<file path="config.mk">
export PLATFORM = sky130hd
export DESIGN_NAME = store_buffer
export DESIGN_NICKNAME = d
export VERILOG_FILES = /design/src/rtl/store_buffer_pkg.sv /design/src/rtl/sb_fifo.sv /design/src/rtl/store_buffer.sv
export SDC_FILE = /design/constraint.sdc
export NUM_CORES = 1
export LEC_CHECK = 0
export CAP_MARGIN = 10
export CORE_MARGIN = 1
export CORE_UTILIZATION = 57
export CTS_CLUSTER_SIZE = 30
export DETAILED_ROUTE_END_ITERATION = 10
export PLACE_DENSITY = 0.93
export SLEW_MARGIN = 30
export SYNTH_ARGS = -nofsm -noshare
export SYNTH_HDL_FRONTEND = slang
export SYNTH_HIERARCHICAL = 1
export SYNTH_SLANG_ARGS = --single-unit
</file>
<file path="constraint.sdc">
create_clock -name clk -period 4.4 [get_ports clk]
set_input_delay 0.66 -clock clk [delete_from_list [all_inputs] [get_ports clk]]
set_output_delay 0.66 -clock clk [all_outputs]
set_load 0.1 [all_outputs]
</file>
<file path="src/rtl/store_buffer_pkg.sv">
`default_nettype none
// ============================================================================
//  Module      : store_buffer_pkg
//  Description : Shared sizing constants for the posted-write store buffer.
//                SB_DEPTH lives beside WORD_WIDTH so every block sizes the
//                buffer from one place.
//  Revision    : 1.0  initial release
// ============================================================================
package store_buffer_pkg;

   // Datapath width shared by the CPU and data-memory bus.
   localparam int WORD_WIDTH = 32;

   // Store buffer entries; must be a power of two and at least 2.
   localparam int SB_DEPTH   = 4;

endpackage
`default_nettype wire

</file>
<file path="src/rtl/sb_fifo.sv">
`default_nettype none
// ============================================================================
//  Module      : sb_fifo
//  Description : Circular FIFO of {address, data} store entries. Holds the
//                storage, head/tail pointers and occupancy count, and exposes
//                every entry with its occupied flag for load forwarding.
//  Revision    : 1.0  initial release
// ============================================================================
module sb_fifo
   import store_buffer_pkg::*;
#(
   parameter int W     = WORD_WIDTH,
   parameter int DEPTH = SB_DEPTH,
   parameter int PW    = $clog2(DEPTH)
) (
   input  logic                      clk,
   input  logic                      rst,
   input  logic                      push,
   input  logic [W-1:0]              push_addr,
   input  logic [W-1:0]              push_data,
   input  logic                      pop,
   output logic [W-1:0]              head_addr,
   output logic [W-1:0]              head_data,
   output logic                      empty,
   output logic                      full,
   output logic [PW:0]               count,
   output logic [PW-1:0]             tail_ptr,
   output logic [DEPTH-1:0][W-1:0]   entry_addr,
   output logic [DEPTH-1:0][W-1:0]   entry_data,
   output logic [DEPTH-1:0]          entry_valid
);

   logic [DEPTH-1:0][W-1:0] addr_mem;
   logic [DEPTH-1:0][W-1:0] data_mem;
   logic [PW-1:0]           head;
   logic [PW-1:0]           tail;
   logic [PW:0]             cnt;

   // Entry storage: written at tail on push, no reset needed since occupancy
   // is tracked by the pointers and count.
   always_ff @(posedge clk) begin
      if (push) begin
         addr_mem[tail] <= push_addr;
         data_mem[tail] <= push_data;
      end
   end

   // Pointer and occupancy bookkeeping; pointers wrap naturally at DEPTH.
   always_ff @(posedge clk) begin
      if (rst) begin
         head <= '0;
         tail <= '0;
         cnt  <= '0;
      end else begin
         if (push) tail <= tail + 1'b1;
         if (pop)  head <= head + 1'b1;
         case ({push, pop})
            2'b10:   cnt <= cnt + 1'b1;
            2'b01:   cnt <= cnt - 1'b1;
            default: cnt <= cnt;
         endcase
      end
   end

   // An entry is occupied when its distance from head is below the count.
   genvar i;
   generate
      for (i = 0; i < DEPTH; i++) begin : g_valid
         assign entry_valid[i] = ({1'b0, PW'(i) - head}) < cnt;
      end
   endgenerate

   assign head_addr  = addr_mem[head];
   assign head_data  = data_mem[head];
   assign empty      = (cnt == '0);
   assign full       = (cnt == (PW+1)'(DEPTH));
   assign count      = cnt;
   assign tail_ptr   = tail;
   assign entry_addr = addr_mem;
   assign entry_data = data_mem;

endmodule
`default_nettype wire

</file>
<file path="src/rtl/store_buffer.sv">
`default_nettype none
// ============================================================================
//  Module      : store_buffer
//  Description : Posted-write store buffer between the CPU load/store port and
//                the data-memory bus. Accepts one store per cycle, drains in
//                FIFO order, and forwards the youngest buffered store to loads.
//  Revision    : 1.0  initial release
// ============================================================================
module store_buffer
   import store_buffer_pkg::*;
#(
   parameter int W     = WORD_WIDTH,
   parameter int DEPTH = SB_DEPTH,
   parameter int PW    = $clog2(DEPTH)
) (
   input  logic          clk,
   input  logic          rst,
   // CPU side
   input  logic          store_en,
   input  logic [W-1:0]  s_addr,
   input  logic [W-1:0]  s_data,
   input  logic          load_en,
   input  logic [W-1:0]  l_addr,
   output logic [W-1:0]  l_data,
   output logic          stall,
   // Memory side
   output logic          mem_wr_valid,
   output logic [W-1:0]  mem_wr_addr,
   output logic [W-1:0]  mem_wr_data,
   input  logic          mem_wr_ready,
   output logic [W-1:0]  mem_rd_addr,
   input  logic [W-1:0]  mem_rd_data,
   // Status
   output logic          sb_empty,
   output logic [PW:0]   sb_count
);

   logic                    push;
   logic                    pop;
   logic                    empty;
   logic                    full;
   logic [PW-1:0]           tail_ptr;
   logic [DEPTH-1:0][W-1:0] entry_addr;
   logic [DEPTH-1:0][W-1:0] entry_data;
   logic [DEPTH-1:0]        entry_valid;

   // Stall depends only on the registered full flag, so a pop in the same
   // cycle still rejects the store; the CPU retries next cycle.
   assign push  = store_en && !full;
   assign stall = store_en && full;
   assign pop   = !empty && mem_wr_ready;

   sb_fifo #(
      .W     (W),
      .DEPTH (DEPTH),
      .PW    (PW)
   ) u_fifo (
      .clk         (clk),
      .rst         (rst),
      .push        (push),
      .push_addr   (s_addr),
      .push_data   (s_data),
      .pop         (pop),
      .head_addr   (mem_wr_addr),
      .head_data   (mem_wr_data),
      .empty       (empty),
      .full        (full),
      .count       (sb_count),
      .tail_ptr    (tail_ptr),
      .entry_addr  (entry_addr),
      .entry_data  (entry_data),
      .entry_valid (entry_valid)
   );

   assign mem_wr_valid = !empty;
   assign sb_empty     = empty;
   assign mem_rd_addr  = l_addr;

   // Youngest-match forwarding: walk backwards from the entry just behind
   // tail so the first occupied word match is the most recent store.
   always_comb begin
      logic          found;
      logic [PW-1:0] idx;
      l_data = mem_rd_data;
      found  = 1'b0;
      idx    = '0;
      for (int k = 0; k < DEPTH; k++) begin
         idx = tail_ptr - PW'(k + 1);
         if (load_en && !found && entry_valid[idx] &&
             (entry_addr[idx][W-1:2] == l_addr[W-1:2])) begin
            l_data = entry_data[idx];
            found  = 1'b1;
         end
      end
   end

endmodule
`default_nettype wire

</file>
==> impl_metrics.csv <==
group,metric,value,unit
run_status,status,"finished with violations",
run_status,violations,"setup timing",
floorplan,num_rows,67,
worst_setup_path,startpoint_type,"flip-flop",
placed_design,dp_hpwl,39.65,mm
timing,fin_crit,4.767,ns
synthesis,syn_avg_cell_area,13.81,sq um
min_path,holdCritPathClass,"reg -> reg",
drt,vias_per_cell,7.075,
pwr,power.leakage,8.421,nW
drt,routed_wl,62.09,mm
drt,dr.first_iter.drc_count,2032,
global_routing,antenna_found_initial,8,
layout,postLayoutCoreUtil,75.09,%
floorplan,start_util,58.02,%
placed_design,post-place-ws,-0.1793,ns
global_routing,grt_pass1_wl,89.93,mm
global_routing,grt_overflow,0,
layout,syn2layout_area_growth,29.43,%
clock_tree,cts_tree,"built",
worst_setup_path,worst-setup-path-type,"reg -> out",
timing,finalMaxSlewViolations,0,
timing,post-route-period-util,108.3,%
layout,final_area,0.02524,sq mm
timing,max_freq,209.8,MHz
clock_tree,cts_buffer_depth,3,
layout,drive_gt1_share,38.02,%
worst_setup_path,critical_path_required,3.74,ns
timing,layout_setup_ws,-0.3673,ns
global_routing,grt_usage,33.34,%
worst_setup_path,critical_path_buf_inv_count,8,
drt,drc_errors,0,
synthesis,synth_top_cell_area_share,39.42,%
worst_setup_path,crit_top_cell,"buf_12",
synthesis,syn_inst,1412,
drt,drtAntennaViolNets,0,
synthesis,ys_warn_count,6,
pwr,peakVddDrop,0.8198,mV
floorplan,ios,267,
clock_tree,clk_pin_slew,0.06,ns
global_routing,grt_max_degree,166,
floorplan,die_h,187.0,um
timing,skew,0.01641,ns
synthesis,synth-seq-area-share,40.14,%
worst_setup_path,crit_path_max_incr_delay,0.54,ns
synthesis,synth-seq-cells,263,
synthesis,post-synth-top-count-cell,"edfxtp_1",
worst_setup_path,crit_fanout,19,
synthesis,netlist_area,0.01950,sq mm
timing,hold_viol,0,
pwr,p_total,13.45,mW
floorplan,die_area,0.03496,sq mm
synthesis,ys_types,68,
floorplan,chipWidth,187.0,um
drt,vias,15400,
timing,tightest_slew,1.008,ns
timing,relSlewSlack,32.57,%
clock_tree,clock_latency,0.56,ns
timing,rsz0062_at_grt,"true",
clock_tree,cts-root-buf,"clkbuf_16",
pwr,cellPowerDensity,532.8,mW/mm^2
worst_setup_path,endpoint_kind,"primary output",
floorplan,coreArea,0.03362,sq mm
placed_design,port_buffers,262,
worst_setup_path,critPathTopFamily,"buffers and inverters",
synthesis,ys_top_cells_by_count,"edfxtp_1 (256), mux4_2 (194), mux2i_1 (157)",
placed_design,place_area,0.02288,sq mm
global_routing,grt_pass1_vias,15180,
clock_tree,htreeDepth,1,
drt,first_pass_iters,8,
worst_setup_path,cp_slowest_cell,"or4_1",
timing,setup_viol,32,
clock_tree,cts_inserted_buffers,29,
synthesis,synthFlopType,"edfxtp_1",
placed_design,gp_congestion,0.9367,
synthesis,synth_edf_count,256,
worst_setup_path,cp.arrival,4.11,ns
layout,fin_nets,1843,
synthesis,synthTopCellsByArea,"edfxtp_1 (39%), mux4_2 (22%), mux2i_1 (8.1%), xnor2_1 (4.5%), a211oi_1 (3.7%)",
clock_tree,cts_sinks,263,
clock_tree,cts_hold_buf,0,
timing,fin_setup_tns,-10.33,ns
drt,wl_per_cell,28.52,um
synthesis,synthArstFlopShare,0,%
synthesis,syn-num-nets,1555,
job,max_cap_violations,0,
synthesis,synth_top_area_cell,"edfxtp_1",
worst_setup_path,crit_path_cell_trace,"buf_12 -> buf_12 -> mux2i_4 -> o22ai_2 -> or4_1 -> a222oi_1 -> buf_4 -> nand4_4 -> buf_4 -> buf_6 -> nand4bb_4 -> buf_12 -> clkbuf_16 -> o21a_1 -> buf_12",
stage by stage:
step / hold slack (ns) / instances
2_1_floorplan: 0.5395 / 1412
3_3_place_gp: 0.5143 / 2061
3_5_place_dp: 0.5308 / 2063
4_1_cts: 0.5592 / 2139
5_1_grt: 0.6004 / 2175
6_report: 0.5705 / 2177
registers in the layout (all words and copies together) (netlist names):
signal and cells:
u_fifo/count 3, u_fifo/entry_addr 128, u_fifo/entry_data 128, u_fifo/head 2, u_fifo/tail_ptr 2
layer usage:
layer | global-route usage [%] | share of wire [%] | up-vias
met5 | 0 | 0.035 | -
met4 | 16.71 | 5.3 | 4
met3 | 5.985 | 10 | 211
met2 | 53.62 | 48 | 1106
met1 | 43.86 | 37 | 7725
li1 | - | - | 6356
placed cells by master (no fill, tap or decap), types with 9 or more instances in the layout:
master / count
a211oi_1: 80
edfxtp_1: 256
a21oi_1: 42
xnor2_1: 86
a31oi_1: 24
clkinv_2: 10
mux4_2: 194
nand4_1: 22
mux2i_4: 9
xor2_1: 14
clkbuf_16: 37
mux2_2: 10
mux2i_1: 137
o21a_1: 28
mux2i_2: 13
buf_12: 54
nor2b_1: 66
clkdlybuf4s50_1: 165
xnor2_2: 13
buf_4: 173
o211ai_2: 30
buf_6: 17
nor2_1: 18
inv_1: 11
a211oi_2: 12
nand3_1: 9
nand2_1: 15
worst paths after layout:
check | from | end | slack [ns] | depth (start not counted)
worst min-delay path | u_fifo/count[1] | u_fifo/count[1] | 0.57 | 2
worst max register to register | u_fifo/count[0] | u_fifo/entry_data[110] | 1.48 | 5
worst max-delay path | u_fifo/tail_ptr[1] | l_data[18] | -0.37 | 15
worst min register to register | u_fifo/count[1] | u_fifo/count[1] | 0.57 | 2
area by class of cell:
| cell class | instances | area [sq um] |
|---|---|---|
| Antenna cell | 6 | 15.01 |
| Clock buffer | 36 | 752.0 |
| Clock inverter | 18 | 145.1 |
| Fill cell | 1893 | 8373 |
| Inverter | 14 | 57.56 |
| Multi-Input combinational cell | 963 | 11200 |
| Sequential cell | 263 | 7846 |
| Tap cell | 448 | 560.5 |
| Timing Repair Buffer | 429 | 4666 |
logic make-up (layout without fill, tap and decap cells):
group	Yosys count	in the layout	synth area share, %
buffers and inverters	186	497	5.954
other	0	6	0
xor gates and xnor gates	114	114	5.120
AOI/OAI and AO/OA	290	290	11.30
and+or+nand+nor	186	186	5.626
DFF	263	263	40.14
muxes	363	363	31.18
adders and majority gates	10	10	0.6801
worst min-delay path, stage by stage, from the launching register on:
cell and delay (ns):
dfxtp_4 0.39, a21oi_1 0.08, nor2_1 0.07
power breakdown:
part           internal [mW]  switching, mW
Combinational           2.79           5.00
Clock                   1.33           1.01
Sequential              3.06          0.266
Total                   7.17           6.28
what timing repair did:
item                                    in CTS  in global routing
resized for setup                           93                 51
gates cloned                                 3                 10
endpoints found under the hold margin        0                  0
endpoints found under the setup margin      32                 32
setup buffers                               19                 22
pin swaps                                   11                 18
Note: power is estimated with default switching activity, not from simulation.
